**src/rtl/mean_square_accumulator.sv**
```systemverilog
// Mean-square stage: squares a signed sample stream and emits the mean of
// every 2**LOG2_N squares over a valid/ready handshake.
module mean_square_accumulator #(
  parameter int DATA_W = 8,
  parameter int LOG2_N = 2,
  parameter int ROUND  = 0
) (
  input  logic                  clk,
  input  logic                  rst_n,
  input  logic                  clear,
  input  logic [DATA_W-1:0]     in_data,
  input  logic                  in_valid,
  output logic                  in_ready,
  output logic [2*DATA_W-1:0]   ms_data,
  output logic                  ms_valid,
  input  logic                  ms_ready
);

  localparam int SQ_W  = 2 * DATA_W;
  localparam int ACC_W = SQ_W + LOG2_N;
  localparam logic [ACC_W-1:0]  ONE_ACC = ACC_W'(1);
  localparam logic [ACC_W-1:0]  RND     = (ROUND != 0) ? (ONE_ACC << (LOG2_N - 1)) : ACC_W'(0);
  localparam logic [LOG2_N-1:0] LAST    = {LOG2_N{1'b1}};

  typedef enum logic [1:0] {
    ACCUM = 2'd0,
    DRAIN = 2'd1,
    HOLD  = 2'd2
  } state_t;

  state_t               state_r, next_state_s;
  logic [LOG2_N-1:0]    count_r;
  logic [ACC_W-1:0]     acc_r;
  logic [SQ_W-1:0]      sq_r;
  logic                 in_ready_r;
  logic [SQ_W-1:0]      ms_data_r;
  logic                 ms_valid_r;

  logic                 accept_s;
  logic signed [SQ_W-1:0] in_ext_s;
  logic signed [SQ_W-1:0] prod_s;
  logic [ACC_W-1:0]     sum_s;
  logic [SQ_W-1:0]      mean_s;

  assign in_ready = in_ready_r;
  assign ms_data  = ms_data_r;
  assign ms_valid = ms_valid_r;

  // Datapath: square of the incoming sample and the rounded window mean.
  always_comb begin
    accept_s = in_valid & in_ready_r & ~clear;
    in_ext_s = SQ_W'($signed(in_data));
    prod_s   = in_ext_s * in_ext_s;
    // The last square is still in sq_r during DRAIN, so fold it in here.
    sum_s    = acc_r + ACC_W'(sq_r) + RND;
    mean_s   = SQ_W'(sum_s >> LOG2_N);
  end

  // Next-state decode for the window FSM.
  always_comb begin
    next_state_s = state_r;
    case (state_r)
      ACCUM: begin
        if (accept_s && (count_r == LAST)) begin
          next_state_s = DRAIN;
        end else begin
          next_state_s = ACCUM;
        end
      end
      DRAIN: begin
        next_state_s = HOLD;
      end
      HOLD: begin
        if (ms_ready) begin
          next_state_s = ACCUM;
        end else begin
          next_state_s = HOLD;
        end
      end
      default: begin
        next_state_s = ACCUM;
      end
    endcase
  end

  // State, counters, accumulator and registered outputs.
  always_ff @(posedge clk or negedge rst_n) begin
    if (!rst_n) begin
      state_r    <= ACCUM;
      in_ready_r <= 1'b1;
      count_r    <= LOG2_N'(0);
      acc_r      <= ACC_W'(0);
      sq_r       <= SQ_W'(0);
      ms_data_r  <= SQ_W'(0);
      ms_valid_r <= 1'b0;
    end else if (clear) begin
      state_r    <= ACCUM;
      in_ready_r <= 1'b1;
      count_r    <= LOG2_N'(0);
      acc_r      <= ACC_W'(0);
      sq_r       <= SQ_W'(0);
      ms_data_r  <= SQ_W'(0);
      ms_valid_r <= 1'b0;
    end else begin
      state_r    <= next_state_s;
      in_ready_r <= (next_state_s == ACCUM);

      if (accept_s) begin
        sq_r <= $unsigned(prod_s);
        if (count_r == LAST) begin
          count_r <= LOG2_N'(0);
        end else begin
          count_r <= count_r + LOG2_N'(1);
        end
      end else begin
        sq_r <= SQ_W'(0);
      end

      if (state_r == DRAIN) begin
        acc_r      <= ACC_W'(0);
        ms_data_r  <= mean_s;
        ms_valid_r <= 1'b1;
      end else begin
        acc_r <= acc_r + ACC_W'(sq_r);
        if ((state_r == HOLD) && ms_ready) begin
          ms_valid_r <= 1'b0;
        end else begin
          ms_valid_r <= ms_valid_r;
        end
      end
    end
  end

endmodule

```
**config.mk**
```make
export PLATFORM = sky130hd
export DESIGN_NAME = mean_square_accumulator
export DESIGN_NICKNAME = d
export VERILOG_FILES = /design/src/rtl/mean_square_accumulator.sv
export SDC_FILE = /design/constraint.sdc
export NUM_CORES = 1
export LEC_CHECK = 0
export ABC_CLOCK_PERIOD_IN_PS = 2600
export BUFFER_PORTS_ARGS = -buffer_cell sky130_fd_sc_hd__buf_2
export CELL_PAD_IN_SITES_DETAIL_PLACEMENT = 2
export CELL_PAD_IN_SITES_GLOBAL_PLACEMENT = 2
export CORE_ASPECT_RATIO = 1.25
export CORE_MARGIN = 4
export CORE_UTILIZATION = 39
export CTS_BUF_LIST = sky130_fd_sc_hd__clkbuf_16
export CTS_CLUSTER_DIAMETER = 120
export DETAILED_ROUTE_END_ITERATION = 8
export PLACE_DENSITY_LB_ADDON = 0.2
export SLEW_MARGIN = 20
export SYNTH_ARGS = -nofsm -noshare
export SYNTH_HDL_FRONTEND = slang
export SYNTH_SLANG_ARGS = --single-unit
```
**constraint.sdc**
```tcl
create_clock -name clk -period 2.6 [get_ports clk]
set_input_delay 0.78 -clock clk [delete_from_list [all_inputs] [get_ports clk]]
set_output_delay 0.78 -clock clk [all_outputs]
set_load 0.02 [all_outputs]
```
==> flow_metrics.py <==
metrics = {
    "status": {
        "status": "complete, but fails checks",
        "violations": "setup timing",
    },
    "route": {
        "ant_nets": 0,
        "firstDrtPassIters": 4,
        "num_vias": 4179,
        "dr.first_iter.drc_count": 162,
        "post-route-drc-count": 0,
        "viasPerCell": 5.42,
        "wl_per_cell_um": 25.4,
        "wl_um": 19500,
    },
    "placed_design": {
        "place_area_sq_mm": 0.00582,
        "port_buffers": 30,
        "dp_hpwl_um": 11800,
        "gp_congestion": 0.852,
        "pre_cts_ws_ns": -2.20,
    },
    "sta": {
        "period_share_pct": 179,
        "setup_tns_ns": -17.48,
        "setup_ws_ns": -2.06,
        "setup_viol": 11,
        "drv_slew": 0,
        "fin_skew_ns": 0.0129,
        "fmax_mhz": 215,
        "worst_pin_slew_ns": 0.623,
        "rsz0062_at_grt": "true",
        "slew_headroom_pct": 58.4,
        "layout_min_cycle_time_ns": 4.66,
        "final_hold_viol_count": 0,
    },
    "flow_run": {
        "max-cap-violations": 0,
    },
    "floorplanning": {
        "io_pins": 31,
        "start_util_pct": 40.4,
        "die_y_um": 132,
        "die_x_um": 107,
        "core_sq_mm": 0.0118,
        "rows": 44,
        "dieArea_sq_mm": 0.0141,
    },
    "synth": {
        "syn_avg_cell_area_sq_um": 9.29,
        "syn_area_sq_mm": 0.00476,
        "synth_edf_count": 0,
        "yosysUniqueCellTypes": 48,
        "ys_seq_area_share_pct": 28.9,
        "ys_ff_latch": 55,
        "async_flop_share_pct": 100,
        "synthFlopType": "dfrtp_1",
        "synthCells": 513,
        "yosys_warnings": 0,
        "synth_nets": 613,
    },
    "worst_setup_path": {
        "crit_buf_inv": 6,
        "critPathMaxFanout": 4,
        "end_kind": "flip-flop",
        "slowest_delay_ns": 0.55,
        "cp_slowest_cell": "fa_1",
        "cp_data_arrival_time_ns": 4.83,
        "worstPathCellList": "buf_8 > clkinvlp_4 > buf_4 > buf_12 > ha_4 > or2_4 > fa_2 > fa_1 > inv_1 > fa_1 > inv_1 > ha_4 > a21oi_4 > nor2b_4 > a311o_1 > o31ai_2 > o21ai_1 > mux2_2",
        "crit_type": "in2reg",
        "crit_family": "adder cells",
        "start_kind": "input pin",
        "critPathRequiredTime_ns": 2.78,
    },
    "global_routing": {
        "grt_pass1_wl_um": 29300,
        "grt_pass1_vias": 5040,
        "grt_max_degree": 32,
        "gr-total-overflow": 0,
        "grt_usage_pct": 27.3,
        "antenna_found_initial": 0,
    },
    "cells_and_area": {
        "final_cell_mix": "buf_4, dfrtp_1, inv_1",
        "fin_nets": 709,
        "fillers": 1201,
        "design_area_sq_mm": 0.00644,
        "final_common_cell": "buf_4",
        "multi_input_area_sq_mm": 0.00360,
        "regArea_sq_mm": 0.00138,
        "n_antenna_cell": 0,
        "post_route_cells_drive_above_1_share_pct": 36.2,
        "area_growth_pct": 35.2,
    },
    "clock_network": {
        "cts.htree.levels": 2,
        "numCtsBuffers": 5,
        "cts_sinks": 55,
        "clk_latency_ns": 0.30,
        "clock_path_buffers": 2,
        "cts_tree": "done",
        "clkTransAtPathRegs_ns": 0.07,
        "ctsHoldBuffers": 0,
        "root_buffer": "clkbuf_16",
    },
    "power": {
        "ir_drop_mv": 0.449,
        "leakagePower_uw": 0.00302,
        "p_per_area_mw_per_mm2": 998,
    },
    "worst_hold_path": {
        "hold_path_class": "reg2reg",
    },
}
-- path summary, 6_finish.rpt --
kind | start | end | slack (ns) | cells after the start
setup reg to reg | acc_r[2] | ms_data[13] | 0.20 | 7
max in group asynchronous | rst_n | in_ready | 1.46 | 2
setup / recovery | in_data[3] | sq_r[14] | -2.06 | 18
min in group asynchronous | rst_n | ms_data[2] | 0.49 | 1
hold reg to reg | ms_data[15] | ms_data[15] | 0.48 | 2
hold / removal | ms_data[15] | ms_data[15] | 0.48 | 2
-- cells in the mapped netlist, types with 4 or more instances --
cell	instances	share of area, %
nor2b_1	8	1.1
o21ai_0	26	2.7
xnor2_1	26	4.8
xor2_1	9	1.7
ha_1	45	12
and2_1	21	2.8
inv_1	72	5.7
nor2_1	49	3.9
nand2b_1	9	1.2
a211oi_1	5	0.79
nand3_1	9	0.95
nand2_1	38	3.0
dfrtp_1	54	28
clkbuf_1	13	1.0
fa_1	42	18
a21oi_1	28	2.9
nor3_1	6	0.63
o21ai_1	4	0.42
a31o_2	5	0.92
-- area by class of cell --
class	instances	area share, %
clock inverters	3	0.388
clock buffers	5	1.94
inverters	72	4.41
repair buffers	103	12.9
well taps	161	3.13
multi-input cells	372	55.8
flip-flops and latches	55	21.4
-- tightest hold or removal path, cell delays in order (launching register included) --
cell,delay [ns]
dfrtp_1,0.34
nand2_1,0.04
o21ai_0,0.06
-- kinds of logic (layout without fill, tap and decap cells) --
group	after synthesis	count (layout)	share of synthesized area (%)
AOI/OAI and AO/OA	92	92	11.8
xor gates and xnor gates	35	35	6.43
adders and majority gates	87	87	29.5
buffers and inverters	86	183	6.80
DFF	55	55	28.9
muxes	3	3	0.683
and+or+nand+nor	155	155	15.9
-- metal layers --
layer	track usage, %	vias up	wire length (um)
met5	0	-	0
met4	10.3	0	841
met3	2.31	53	434
met2	55.7	83	11300
met1	27.7	2174	6960
li1	-	1869	-
-- power breakdown --
part           internal, uW  switching (uW)  total, uW  leakage (uW)
Clock                   361             325        686     0.0000700
Sequential              973            58.5       1030      0.000750
Combinational          2220            2490       4710       0.00220
Total                  3560            2870       6430       0.00302
-- state kept, by name, summed over array words and instances (netlist names) --
name / cells
ms_valid: 1
count_r: 2
ms_data: 16
state_r: 2
in_ready: 1
acc_r: 18
sq_r: 15
-- what timing repair did --
action	in CTS	in global routing
gates resized for setup	71	21
pin swaps	52	21
buffers inserted	9	5
setup endpoints to repair	11	16
-- per-stage QoR --
step	cells	hold WS (ns)	utilization (%)	total power, uW
after floorplan	513	0.468	-	3520
after global placement	752	0.457	49.4	4330
after detailed placement	752	0.471	49.4	4650
after CTS	767	0.487	53.7	5790
after global routing	771	0.513	54.7	6790
final	771	0.481	54.7	6430
(Power assumes the default switching activity.)
